$ cat src/rtl/key_pkg.sv
// Shared constants for the key reader: field offsets inside the IN status word.
package key_pkg;
  localparam int MAX_KEYS  = 8;
  localparam int LEVEL_LSB = 0;
  localparam int PEND_LSB  = 8;
  localparam int OVF_LSB   = 16;
endpackage

$ cat src/rtl/key_debounce.sv
// One key: synchroniser with polarity normalisation, debounce counter,
// stable level and auto-repeat hold/period counters.
module key_debounce #(
  parameter int ACTIVE_LOW      = 1,
  parameter int DEBOUNCE_CYCLES = 250000,
  parameter int REPEAT_DELAY    = 25000000,
  parameter int REPEAT_PERIOD   = 5000000
) (
  input  logic clk,
  input  logic rst_n,
  input  logic key_raw,
  output logic level,
  output logic key_event
);
  localparam logic INVERT   = (ACTIVE_LOW != 0);
  localparam int   DB_W     = (DEBOUNCE_CYCLES > 1) ? $clog2(DEBOUNCE_CYCLES) : 1;
  localparam int   HOLD_LIM = (REPEAT_DELAY > 0) ? REPEAT_DELAY : 1;
  localparam int   HOLD_W   = $clog2(HOLD_LIM + 1);
  localparam int   PER_W    = (REPEAT_PERIOD > 1) ? $clog2(REPEAT_PERIOD) : 1;

  localparam logic [DB_W-1:0]   DB_LAST   = DB_W'(DEBOUNCE_CYCLES - 1);
  localparam logic [HOLD_W-1:0] HOLD_LAST = HOLD_W'(HOLD_LIM - 1);
  localparam logic [HOLD_W-1:0] HOLD_FULL = HOLD_W'(HOLD_LIM);
  localparam logic [PER_W-1:0]  PER_LAST  = PER_W'(REPEAT_PERIOD - 1);

  logic            sync_a, sync_b, pressed;
  logic [DB_W-1:0] db_cnt;
  logic            differ, accept, rise, fall, repeat_evt;

  assign differ    = (pressed != level);
  assign accept    = differ && (db_cnt == DB_LAST);
  assign rise      = accept && pressed;
  assign fall      = accept && !pressed;
  assign key_event = rise || repeat_evt;

  // Normalise polarity before the chain so reset (all zero) means released.
  always_ff @(posedge clk or negedge rst_n) begin
    if (!rst_n) begin
      sync_a  <= 1'b0;
      sync_b  <= 1'b0;
      pressed <= 1'b0;
    end else begin
      sync_a  <= key_raw ^ INVERT;
      sync_b  <= sync_a;
      pressed <= sync_b;
    end
  end

  // Accept a new level only after it has differed for DEBOUNCE_CYCLES cycles.
  always_ff @(posedge clk or negedge rst_n) begin
    if (!rst_n) begin
      level  <= 1'b0;
      db_cnt <= '0;
    end else if (accept) begin
      level  <= pressed;
      db_cnt <= '0;
    end else if (differ) begin
      db_cnt <= db_cnt + DB_W'(1);
    end else begin
      db_cnt <= '0;
    end
  end

  generate
    if (REPEAT_DELAY > 0) begin : g_repeat
      logic [HOLD_W-1:0] hold_cnt;
      logic [PER_W-1:0]  per_cnt;

      assign repeat_evt = level &&
                          ((hold_cnt == HOLD_LAST) ||
                           ((hold_cnt == HOLD_FULL) && (per_cnt == PER_LAST)));

      // Hold counter saturates at the delay, then the period counter cycles.
      always_ff @(posedge clk or negedge rst_n) begin
        if (!rst_n) begin
          hold_cnt <= '0;
          per_cnt  <= '0;
        end else if (!level || fall) begin
          hold_cnt <= '0;
          per_cnt  <= '0;
        end else if (hold_cnt != HOLD_FULL) begin
          hold_cnt <= hold_cnt + HOLD_W'(1);
          per_cnt  <= '0;
        end else if (per_cnt == PER_LAST) begin
          per_cnt  <= '0;
        end else begin
          per_cnt  <= per_cnt + PER_W'(1);
        end
      end
    end else begin : g_no_repeat
      assign repeat_evt = 1'b0;
    end
  endgenerate
endmodule

$ cat src/rtl/key_reader.sv
// Key input peripheral: debounced levels, sticky press flags with overflow,
// masked acknowledge, and a registered 32-bit status word for the core.
module key_reader
  import key_pkg::*;
#(
  parameter int N_KEYS          = 4,
  parameter int ACTIVE_LOW      = 1,
  parameter int DEBOUNCE_CYCLES = 250000,
  parameter int REPEAT_DELAY    = 25000000,
  parameter int REPEAT_PERIOD   = 5000000
) (
  input  logic              CLK,
  input  logic              RST_N,
  input  logic [N_KEYS-1:0] KEYS,
  input  logic              ACK,
  input  logic [N_KEYS-1:0] ACK_MASK,
  output logic [31:0]       IN,
  output logic              EVENT
);
  logic [N_KEYS-1:0] level, key_evt, pend, ovf, ack_vec;
  logic [31:0]       word;

  for (genvar i = 0; i < N_KEYS; i++) begin : g_key
    key_debounce #(
      .ACTIVE_LOW     (ACTIVE_LOW),
      .DEBOUNCE_CYCLES(DEBOUNCE_CYCLES),
      .REPEAT_DELAY   (REPEAT_DELAY),
      .REPEAT_PERIOD  (REPEAT_PERIOD)
    ) u_debounce (
      .clk      (CLK),
      .rst_n    (RST_N),
      .key_raw  (KEYS[i]),
      .level    (level[i]),
      .key_event(key_evt[i])
    );
  end

  assign ack_vec = ACK ? ACK_MASK : '0;

  // Events set pending (overflow if already pending); a same-cycle event beats ACK.
  always_ff @(posedge CLK or negedge RST_N) begin
    if (!RST_N) begin
      pend <= '0;
      ovf  <= '0;
    end else begin
      pend <= key_evt | (pend & ~ack_vec);
      ovf  <= ~ack_vec & (ovf | (key_evt & pend));
    end
  end

  // Assemble the status word; unused key positions and the top byte stay zero.
  always_comb begin
    word = '0;
    word[LEVEL_LSB +: N_KEYS] = level;
    word[PEND_LSB  +: N_KEYS] = pend;
    word[OVF_LSB   +: N_KEYS] = ovf;
  end

  // Output register stage for the core's IN port and the event line.
  always_ff @(posedge CLK or negedge RST_N) begin
    if (!RST_N) begin
      IN    <= 32'h0;
      EVENT <= 1'b0;
    end else begin
      IN    <= word;
      EVENT <= |pend;
    end
  end
endmodule

$ cat config.mk
export PLATFORM = sky130hd
export DESIGN_NAME = key_reader
export DESIGN_NICKNAME = d
export VERILOG_FILES = /design/src/rtl/key_pkg.sv /design/src/rtl/key_debounce.sv /design/src/rtl/key_reader.sv
export SDC_FILE = /design/constraint.sdc
export NUM_CORES = 1
export LEC_CHECK = 0
export CAP_MARGIN = 20
export CORE_MARGIN = 2
export CORE_UTILIZATION = 50
export DETAILED_ROUTE_END_ITERATION = 8
export GPL_ROUTABILITY_DRIVEN = 0
export PLACE_DENSITY = 0.69
export SLEW_MARGIN = 20
export SYNTH_ARGS = -nofsm -noshare
export SYNTH_HDL_FRONTEND = slang
export SYNTH_SLANG_ARGS = --single-unit
$ cat constraint.sdc
create_clock -name CLK -period 3.3 [get_ports CLK]
set_input_delay 0.66 -clock CLK [delete_from_list [all_inputs] [get_ports CLK]]
set_output_delay 0.66 -clock CLK [all_outputs]
set_load 0.1 [all_outputs]
==> impl_results.md <==
* Status: complete, no violations
* FMAX at 354 MHz
* Initial antenna violation count at 0
* Endpoint class of the critical path: register
* Routed wire length at approximately 27,000 um
* Max_cap viols at 0
* Seq pwr share at 0.470
* GRT Overall Usage at 0.183
* #FFs+latches synth at 301
* Post_cts resized at 0
* Net Sw Power at 1.69 mW
* Final core occ at 0.571
* Final setup violation count at 0
* Die W at ~180 um
* Synth Flop Type: dfrtp_1
* Pwr per Cell Area at 481 nW/um2
* CTS tree: yes
* H-tree depth at 2
* First-pass GRT wire length at 48,300 um
* Final HPWL DP at 17,800 um
* Initial drt markers at 711
* Fin crit period at 2.83 ns
* Finished Layout Cells at slightly below 2,000
* # hold bufs at CTS at 0
* Register area share after synthesis at 0.511
* DRT Pass-1 Iters at 4
* Setup Buffers After CTS at 0
* Worst-Skew Late Latency at 0.50 ns
* Initial Utilization at 0.511
* Critical path class: register to register
* Vias in the first global route at 10,400
* Crit share post-route at 0.857
* Clock Tree Buf Depth at 3
* CTS root buffer: clkbuf_16
* Layout area overhead at 11.7%
* Lkg Pwr at roughly 6.7 nW
* Synth Instances at approximately 1,500
* Critical path's slowest cell: or3b_1
* DR vias/cell at 5.34
* Sw frac at 0.214
* Final hold slack at 0.0266 ns
* Post-route cell area at 16,500 um2
* Setup TNS at 0 ns
* CP max FO at 23
* Ys async rst share at 1.00
* Worst setup margin at between 0.4 and 0.5 ns
* Antenna-violating nets left at 0
* # IOs at 44
* Synth unique cells at 63
* DR vias at 10,400
* Peak supply drop at 0.314 mV
* Pre-CTS setup slack at 0.477 ns
* IO Port Bufs at 23
* Hold WC Path Type: input port to async pin
* Num CTS Buffers at 35
* R2R setup slack at 0.47 ns
* Largest net degree at the start of global routing at ~110
* Crit path from: g_key[2].u_debounce.g_repeat.hold_cnt[0]
* CTS sink count at between 300 and 400
* Worst r2r dst: g_key[2].u_debounce.g_repeat.per_cnt[18]
* Synth Cell Area at 14,700 um2
* Reg2reg start: g_key[2].u_debounce.g_repeat.hold_cnt[0]
* Crit path DAT at 3.25 ns
* Share of layout cells above drive strength 1 at 0.0729
* Worst stage delay on the critical path at 0.75 ns
* Antenna Cells at 0
* Critical path destination: g_key[2].u_debounce.g_repeat.per_cnt[18]
* Cell row count at 62
* Clock group share of total power at 0.500
* Slew Viols, Final at 0
* Worst-Margin Slew at 0.987 ns
* Final Hold Fails at 0
* Worst path required time at 3.72 ns
* Synth warn at 0
* Syn Area/Cell at 9.74 um2
* Total power at 7.93 mW
* Layout Nets at 1,566
* Number of enable flip-flop cells after synthesis at 0
* DRC errors left at 0
* Logic pwr share at 0.030
* Placed Area at ~15,000 um2
* CP startpoint kind: register
* Slew headroom at 0.337
* Routed len/inst at 13.8 um
* RSZ-0062 raised after global routing: false
* Int Power at 6.24 mW
* CP cell instances: inv_1 -> ha_1 -> or4b_1 -> or3_4 -> nor3_4 -> or3b_1 -> nor2_1
* Core area at 28,900 um2
* Grt ovf at 0
* Die Y at 176 um
* Setup Skew at 0.0125 ns
* Die area at 30,900 um2
* Worst-path clk slew at 0.06 ns
* Placed Cells at 1,886
* R2R depth at 7
[state kept, by name, summed over array words and instances, names as in the netlist]
signal                              cells
IN                                     12
EVENT                                   1
g_key.u_debounce.sync_b                 4
g_key.u_debounce.sync_a                 4
g_key.u_debounce.g_repeat.hold_cnt    100
pend                                    4
ovf                                     4
g_key.u_debounce.pressed                4
g_key.u_debounce.level                  4
g_key.u_debounce.g_repeat.per_cnt      92
g_key.u_debounce.db_cnt                72
[layer usage]
layer  up-vias  GRT usage  share of wire  routed length, um
met1      5072      0.256           0.49              13100
met5         -          0              0                  0
met2       116      0.299           0.46              12400
li1       5172          -              -                  -
met3        41     0.0301          0.032                859
met4         0     0.0451          0.019                516
[cell families (layout without fill, tap and decap cells)]
family,Yosys count,count (layout),synth area share
and+or+nand+nor,795,795,0.275
buffers and inverters,109,141,0.0366
adders and majority gates,16,16,0.0136
AOI/OAI and AO/OA,62,62,0.0279
xor gates and xnor gates,226,226,0.134
DFF,301,301,0.511
other,1,20,0.000254
muxes,3,3,0.00204
[worst max-delay path, delay by kind of cell, from the launching register on]
kind          cells  cell delay (ns)
fa+ha+maj         1             0.14
buf+inv           1             0.11
flops             1             0.42
simple gates      5             2.07
[cell usage after synthesis, types with 24 or more instances]
library cell | number | area share
dfrtp_1 | 301 | 0.51
nand3_1 | 111 | 0.038
nor3_1 | 54 | 0.018
nand2_1 | 100 | 0.025
clkbuf_1 | 31 | 0.0079
nand4_1 | 50 | 0.021
inv_1 | 43 | 0.011
nor4_1 | 25 | 0.011
and3_1 | 47 | 0.020
xor2_1 | 134 | 0.080
nor2_1 | 276 | 0.070
xnor2_1 | 92 | 0.055
and4_1 | 24 | 0.014
[layout make-up]
cell class,count,area (um2)
Clock inverter,15,185
Timing Repair Buffer,36,338
Sequential cell,301,7530
Inverter,43,161
Tap cell,384,480
Fill cell,2511,12400
Clock buffer,47,1020
Multi-Input combinational cell,1122,6760
[power by group through the flow]
stage / registers (mW) / clock network, mW / logic [mW]
2_1_floorplan: 3.79 / 0 / 0.155
3_3_place_gp: 3.79 / 0 / 0.241
3_5_place_dp: 3.79 / 0 / 0.243
4_1_cts: 3.73 / 4.09 / 0.243
5_1_grt: 3.73 / 4.25 / 0.262
6_report: 3.73 / 3.97 / 0.235
[placed cells by master (no fill, tap or decap), drive strengths merged, types with 3 or more instances in the layout]
cell           synthesis  routed
a21oi                 21      21
a31oi                  6       6
and2                  12      12
and3                  50      50
and4                  24      24
buf                   34      27
bufinv                 0       4
clkbuf                32      47
clkdlybuf4s50          0       9
clkinv                 0      10
conb                   1      20
dfrtp                301     301
ha                    16      16
inv                   43      43
mux2i                  3       3
nand2                101     101
nand2b                 8       8
nand3                112     112
nand3b                 6       6
nand4                 50      50
nor2                 281     281
nor2b                  4       4
nor3                  55      55
nor3b                  6       6
nor4                  25      25
nor4b                 10      10
nor4bb                 6       6
o21ai                 18      18
o31ai                  4       4
or2                    3       3
or3                   16      16
or3b                   5       5
or4                    9       9
or4b                   7       7
xnor2                 92      92
xor2                 134     134
[worst min path at each step]
stage / cells after the start / start / endpoint / slack, ns
3_3_place_gp: 0 / g_key[3].u_debounce.sync_a / g_key[3].u_debounce.sync_b / 0.33
2_1_floorplan: 0 / g_key[0].u_debounce.sync_b / g_key[0].u_debounce.pressed / 0.33
4_1_cts: 1 / RST_N / g_key[0].u_debounce.g_repeat.hold_cnt[21] / 0.03
5_1_grt: 1 / RST_N / g_key[0].u_debounce.g_repeat.hold_cnt[21] / 0.03
3_5_place_dp: 0 / g_key[0].u_debounce.sync_a / g_key[0].u_debounce.sync_b / 0.33
6_report: 1 / RST_N / g_key[0].u_debounce.g_repeat.hold_cnt[21] / 0.03
Power figures use the tool's default switching activity.
